===== src/rtl/matmul_stream_engine_if.sv =====
// Ready/valid stream bundle used for both the operand input and the result output.
interface matmul_stream_engine_if #(
    parameter int W = 16
);
    logic         tvalid;
    logic [W-1:0] tdata;
    logic         tlast;
    logic         tready;

    modport master (output tvalid, tdata, tlast, input tready);
    modport slave  (input tvalid, tdata, tlast, output tready);
endinterface


===== src/rtl/matmul_stream_engine.sv =====
// Streaming C = A*B engine: loads A (MxK) then B (KxN) from one input frame, computes one
// row of C at a time with N parallel MACs and streams C out row-major.
module matmul_stream_engine #(
    parameter int DATA_W = 16,
    parameter int ACC_W  = 32,
    parameter int M      = 4,
    parameter int K      = 4,
    parameter int N      = 4
) (
    input  logic                   clk,
    input  logic                   rst,
    input  logic                   start,
    input  logic                   cfg_signed,
    output logic                   busy,
    output logic                   done,
    output logic                   err_len,
    matmul_stream_engine_if.slave  s_axis,
    matmul_stream_engine_if.master m_axis
);
    localparam int AIW = (M * K > 1) ? $clog2(M * K) : 1;
    localparam int BIW = (K * N > 1) ? $clog2(K * N) : 1;
    localparam int MW  = (M > 1) ? $clog2(M) : 1;
    localparam int KW  = (K > 1) ? $clog2(K) : 1;
    localparam int NW  = (N > 1) ? $clog2(N) : 1;

    typedef enum logic [2:0] {IDLE, LOAD_A, LOAD_B, COMPUTE, OUT} state_t;

    state_t            state;
    logic              cfg_q;
    logic [AIW-1:0]    a_ptr;
    logic [BIW-1:0]    b_ptr;
    logic [MW-1:0]     row;
    logic [KW-1:0]     kk;
    logic [NW-1:0]     col;
    logic [DATA_W-1:0] a_mem [2**AIW];
    logic [DATA_W-1:0] b_mem [2**BIW];
    logic [ACC_W-1:0]  acc      [N];
    logic [ACC_W-1:0]  acc_next [N];
    logic [ACC_W-1:0]  out_next;
    logic              s_hs, m_hs, last_in;

    assign s_hs    = s_axis.tvalid & s_axis.tready;
    assign m_hs    = m_axis.tvalid & m_axis.tready;
    assign last_in = (state == LOAD_B) && (b_ptr == BIW'(K * N - 1));

    function automatic logic [ACC_W-1:0] ext(input logic [DATA_W-1:0] x, input logic sgn);
        return {{(ACC_W - DATA_W){sgn & x[DATA_W-1]}}, x};
    endfunction

    // a_ptr walks A row-major across all rows; b_ptr holds k*N, the base of B row k.
    always_comb begin
        logic [BIW-1:0] b_addr;
        // NOTE: defaults first so every path assigns every variable and no latch is inferred.
        b_addr   = '0;
        out_next = '0;
        for (int n = 0; n < N; n++) begin
            b_addr      = b_ptr + BIW'(n);
            acc_next[n] = ((kk == '0) ? '0 : acc[n])
                        + ext(a_mem[a_ptr], cfg_q) * ext(b_mem[b_addr], cfg_q);
        end
        for (int n = 1; n < N; n++)
            if (col == NW'(n - 1)) out_next = acc[n];
    end

    // NOTE: operand storage has no reset; every entry is rewritten before a job reads it.
    always_ff @(posedge clk) begin
        if (s_hs && state == LOAD_A) a_mem[a_ptr] <= s_axis.tdata;
        if (s_hs && state == LOAD_B) b_mem[b_ptr] <= s_axis.tdata;
    end

    // NOTE: non-blocking assignments so every register here samples pre-edge values.
    always_ff @(posedge clk) begin
        if (rst) begin
            state         <= IDLE;
            cfg_q         <= 1'b0;
            a_ptr         <= '0;
            b_ptr         <= '0;
            row           <= '0;
            kk            <= '0;
            col           <= '0;
            busy          <= 1'b0;
            done          <= 1'b0;
            err_len       <= 1'b0;
            s_axis.tready <= 1'b0;
            m_axis.tvalid <= 1'b0;
            m_axis.tdata  <= '0;
            m_axis.tlast  <= 1'b0;
            for (int n = 0; n < N; n++) acc[n] <= '0;
        end else begin
            done <= 1'b0;
            case (state)
                IDLE: if (start) begin
                    state         <= LOAD_A;
                    cfg_q         <= cfg_signed;
                    err_len       <= 1'b0;
                    busy          <= 1'b1;
                    s_axis.tready <= 1'b1;
                    a_ptr         <= '0;
                    b_ptr         <= '0;
                    row           <= '0;
                end
                LOAD_A: if (s_hs) begin
                    if (s_axis.tlast) begin
                        err_len       <= 1'b1;
                        busy          <= 1'b0;
                        s_axis.tready <= 1'b0;
                        state         <= IDLE;
                    end else if (a_ptr == AIW'(M * K - 1)) begin
                        a_ptr <= '0;
                        state <= LOAD_B;
                    end else begin
                        a_ptr <= a_ptr + 1'b1;
                    end
                end
                LOAD_B: if (s_hs) begin
                    if (last_in) begin
                        // A missing tlast on the final beat is flagged but the job still runs.
                        if (!s_axis.tlast) err_len <= 1'b1;
                        s_axis.tready <= 1'b0;
                        b_ptr         <= '0;
                        kk            <= '0;
                        state         <= COMPUTE;
                    end else if (s_axis.tlast) begin
                        err_len       <= 1'b1;
                        busy          <= 1'b0;
                        s_axis.tready <= 1'b0;
                        state         <= IDLE;
                    end else begin
                        b_ptr <= b_ptr + 1'b1;
                    end
                end
                COMPUTE: begin
                    for (int n = 0; n < N; n++) acc[n] <= acc_next[n];
                    a_ptr <= a_ptr + 1'b1;
                    b_ptr <= b_ptr + BIW'(N);
                    if (kk == KW'(K - 1)) begin
                        kk            <= '0;
                        b_ptr         <= '0;
                        col           <= '0;
                        m_axis.tvalid <= 1'b1;
                        m_axis.tdata  <= acc_next[0];
                        m_axis.tlast  <= (row == MW'(M - 1)) && (N == 1);
                        state         <= OUT;
                    end else begin
                        kk <= kk + 1'b1;
                    end
                end
                OUT: if (m_hs) begin
                    if (col == NW'(N - 1)) begin
                        m_axis.tvalid <= 1'b0;
                        m_axis.tlast  <= 1'b0;
                        if (row == MW'(M - 1)) begin
                            done  <= 1'b1;
                            busy  <= 1'b0;
                            state <= IDLE;
                        end else begin
                            row   <= row + 1'b1;
                            state <= COMPUTE;
                        end
                    end else begin
                        col          <= col + 1'b1;
                        m_axis.tdata <= out_next;
                        m_axis.tlast <= (row == MW'(M - 1)) && (col == NW'(N - 2));
                    end
                end
                default: state <= IDLE;
            endcase
        end
    end
endmodule


===== src/flat_wrapper.sv =====
// flat-port wrapper written by rule: the top's interface ports become plain ports
module matmul_stream_engine_flat 
#(
    parameter int DATA_W = 16,
    parameter int ACC_W  = 32,
    parameter int M      = 4,
    parameter int K      = 4,
    parameter int N      = 4
)
  (clk, rst, start, cfg_signed, busy, done, err_len, s_axis_tvalid, s_axis_tdata, s_axis_tlast, s_axis_tready, m_axis_tvalid, m_axis_tdata, m_axis_tlast, m_axis_tready);
  matmul_stream_engine_if #(.W(16)) s_axis_i ();
  matmul_stream_engine_if #(.W(32)) m_axis_i ();
  input  logic clk;
  input  logic rst;
  input  logic start;
  input  logic cfg_signed;
  output logic busy;
  output logic done;
  output logic err_len;
  input wire logic [$bits(s_axis_i.tvalid)-1:0] s_axis_tvalid;
  input wire logic [$bits(s_axis_i.tdata)-1:0] s_axis_tdata;
  input wire logic [$bits(s_axis_i.tlast)-1:0] s_axis_tlast;
  output wire logic [$bits(s_axis_i.tready)-1:0] s_axis_tready;
  output wire logic [$bits(m_axis_i.tvalid)-1:0] m_axis_tvalid;
  output wire logic [$bits(m_axis_i.tdata)-1:0] m_axis_tdata;
  output wire logic [$bits(m_axis_i.tlast)-1:0] m_axis_tlast;
  input wire logic [$bits(m_axis_i.tready)-1:0] m_axis_tready;
  assign s_axis_i.tvalid = s_axis_tvalid;
  assign s_axis_i.tdata = s_axis_tdata;
  assign s_axis_i.tlast = s_axis_tlast;
  assign s_axis_tready = s_axis_i.tready;
  assign m_axis_tvalid = m_axis_i.tvalid;
  assign m_axis_tdata = m_axis_i.tdata;
  assign m_axis_tlast = m_axis_i.tlast;
  assign m_axis_i.tready = m_axis_tready;
  matmul_stream_engine #(.DATA_W(DATA_W), .ACC_W(ACC_W), .M(M), .K(K), .N(N)) u_core (.clk(clk), .rst(rst), .start(start), .cfg_signed(cfg_signed), .busy(busy), .done(done), .err_len(err_len), .s_axis(s_axis_i), .m_axis(m_axis_i));
endmodule

===== config.mk =====
export PLATFORM = sky130hd
export DESIGN_NAME = matmul_stream_engine_flat
export DESIGN_NICKNAME = d
export VERILOG_FILES = /design/src/rtl/matmul_stream_engine_if.sv /design/src/rtl/matmul_stream_engine.sv /design/src/flat_wrapper.sv
export SDC_FILE = /design/constraint.sdc
export NUM_CORES = 2
export LEC_CHECK = 0
export ABC_CLOCK_PERIOD_IN_PS = 21100
export CAP_MARGIN = 10
export CORE_ASPECT_RATIO = 1.4
export CORE_MARGIN = 10
export CORE_UTILIZATION = 71
export DETAILED_ROUTE_END_ITERATION = 16
export PLACE_DENSITY = 0.93
export SLEW_MARGIN = 20
export SYNTH_ARGS = -nofsm -noshare
export SYNTH_HDL_FRONTEND = slang
export SYNTH_SLANG_ARGS = --single-unit

===== constraint.sdc =====
create_clock -name clk -period 21.1 [get_ports clk]
set_input_delay 4.22 -clock clk [delete_from_list [all_inputs] [get_ports clk]]
set_output_delay 4.22 -clock clk [all_outputs]
set_load 0.05 [all_outputs]

==> impl_metrics.ini <==
[clock_tree]
cts_buffers = 74
cts_hold_buf = 0
clk_latency_ns = 0.74
h-tree-depth = 3
cts.clk_slew.worst_paths_ns = 0.07
post_cts_buffers = 0
cts_root_buf = clkbuf_16
cts_tree = done
clock-sinks = 704
clockBufferDepth = 3
cts-resized-gates = 0

[timing]
setup_viol = 0
fmax_mhz = 93.7
fin_hold_ws_ns = 0.486
finalCritPeriodShare_pct = 50.6
rsz0062_at_grt = no
worst_pin_slew_ns = 1.25
slew_headroom_pct = 15.9
min_period_ns = 10.67
slew_viol_final = 0
finClkSkew_ns = 0.0739
finalSetupTns_ns = 0
hold_violations = 0
setup_slack_ns = 10.43

[synth]
yosys-mux-area-fraction_pct = 10.6
synthFlopType = edfxtp_1
yosysWarningCount = 0
yosys_register_bits = 704
synth.avg_cell_area_um2 = 10.8
syn_inst = 7515
syn-cell-area_mm2 = 0.0813
synth_edf_count = 640
syn_nets = 9232
synth_cell_types = 81
synthXorXnorAreaFrac_pct = 1.79
ys_seq_area_share_pct = 25.2
synth_fa_ha_area_share_pct = 38.0
async_flop_share_pct = 0
yosys.area_share.simple_pct = 11.0
synth_compound_area_share_pct = 4.13
synth_top_family_by_area = adder cells

[grt]
grt_pass1_wl_um = 402000
grt_overflow_total = 0
antenna_found_initial = 22
grtUsageTotal_pct = 42.7
grt_pass1_vias = 67689
grt_max_degree = 65

[floorplanning]
die_width_um = 306
die_area_mm2 = 0.129
initial_core_util_pct = 71.6
core_area_mm2 = 0.113
io-pin-count = 61
die_h_um = 420
rows = 146

[routing]
viasPerCell = 6.95
drtPass1Iterations = 10
route.vias.total = 62420
ant_nets = 0
post_drt_wl_per_cell_um = 30.0
drt-total-wl_um = 269000
drt_iter0_markers = 8947
post-route-drc-count = 0

[placed_design]
pre_cts_ws_ns = 10.81
io_buffers = 60
finalWeightedCongestion = 0.950
placedCellCount = 8825
place_hpwl_um = 184000

[setup_path]
r2r-start = u_core.b_ptr[1]
r2r.worst_path.cells = 30
crit_slowest_cell = ha_4
worst-path-max-fanout = 46
critPathLaunchType = register
crit_required_ns = 21.67
worstReg2RegEnd = u_core.acc[3][28]
max_stage_delay_ns = 0.81
crit_type = register to register
cp_common_cell = inv_1
crit_arrival_ns = 11.24
crit_path_end_kind = register
rrSetupSlack_ns = 10.43

[final_layout]
final_common_cell = inv_1
multiInputGateArea_mm2 = 0.0536
register_area_mm2 = 0.0205
fin_cells = 8979
fill_cells = 6552
nNetsFinal = 9143
area_growth_pct = 5.92
mostFrequentLayoutCells = inv_1, fa_1, nand2_1
drive_gt1_share_pct = 10.2

[run]
cap_viol_max_count = 0

[run_status]
status = finished clean

[hold_path]
hold_path_startpoint = u_core.row[1]
min_path_type = register to register
hold_depth = 2
min_to = u_core.row[1]
cell usage after synthesis, types with 54 or more instances:
cell,count,area (µm²)
nor2_1,681,2560
buf_2,100,500
clkbuf_1,210,788
mux4_2,350,7880
and2_1,108,676
xor2_1,54,473
nand2_1,826,3100
a21oi_1,152,761
fa_1,1284,25700
nor2b_1,128,801
ha_1,410,5130
o21ai_0,98,490
edfxtp_1,640,19200
xnor2_1,103,902
dfxtp_1,64,1280
inv_1,1596,5990
nand3_1,63,315
nand2b_1,73,457
layout make-up:
type                    instances  area share [%]
inverters                    1597            6.96
clock inverters                52           0.744
repair buffers                190            1.79
clock buffers                  84            2.26
flip-flops and latches        704            23.8
diodes                         13          0.0378
multi-input cells            4859            62.2
well taps                    1480            2.15
worst max path at each step:
stage | start | endpoint | cells after the start
5_1_grt | u_core.b_ptr[1] | u_core.acc[3][28] | 30
4_1_cts | u_core.b_ptr[1] | u_core.acc[1][29] | 30
6_report | u_core.b_ptr[1] | u_core.acc[3][28] | 30
3_3_place_gp | u_core.b_ptr[1] | u_core.acc[3][31] | 26
3_5_place_dp | u_core.b_ptr[1] | u_core.acc[3][30] | 30
2_1_floorplan | u_core.b_ptr[0] | u_core.acc[3][31] | 37
sequential cells by signal, indices dropped and copies added, names as in the netlist, named ones only:
signal                cells
u_core.m_axis.tlast       1
u_core.state              3
u_core.col                2
u_core.a_mem            256
u_core.a_ptr              4
u_core.kk                 2
u_core.acc              128
u_core.m_axis.tdata      32
u_core.busy               1
u_core.done               1
u_core.cfg_q              1
u_core.b_ptr              4
u_core.b_mem            256
u_core.err_len            1
u_core.s_axis.tready      1
u_core.row                2
u_core.m_axis.tvalid      1
layer usage:
layer	routed length [µm]	vias up	share of wire [%]	track usage, %
met3	41000	2445	15	18.2
met5	142	-	0.053	1.91
li1	-	23647	-	-
met4	34900	10	13	40.8
met2	122000	6209	45	66.2
met1	71300	30109	26	42.5
through the flow:
stage / utilization [%] / instance area (µm²)
2_1_floorplan: - / 81300
6_report: 75.9 / 86100
4_1_cts: 75.8 / 86000
3_5_place_dp: 73.5 / 83400
3_3_place_gp: 73.5 / 83400
5_1_grt: 75.9 / 86100
worst max-delay path, delay by kind of cell (launching register included):
| kind | cells | cell delay, ns |
|---|---|---|
| AO/OA/AOI/OAI | 5 | 1.06 |
| adder cells (fa/ha/maj) | 8 | 3.91 |
| buffers and inverters | 9 | 2.25 |
| flip-flops | 1 | 0.69 |
| multiplexers | 1 | 0.49 |
| AND/OR/NAND/NOR | 7 | 2.02 |
logic make-up after synthesis:
family          Yosys count
mux                     419
flops                   704
xor+xnor                162
fa+ha+maj              1695
simple gates           2049
compound gates          534
buf+inv                1952
Power is not shown: default switching activity piles up to over one toggle a cycle in this logic, so the estimate is an artifact.
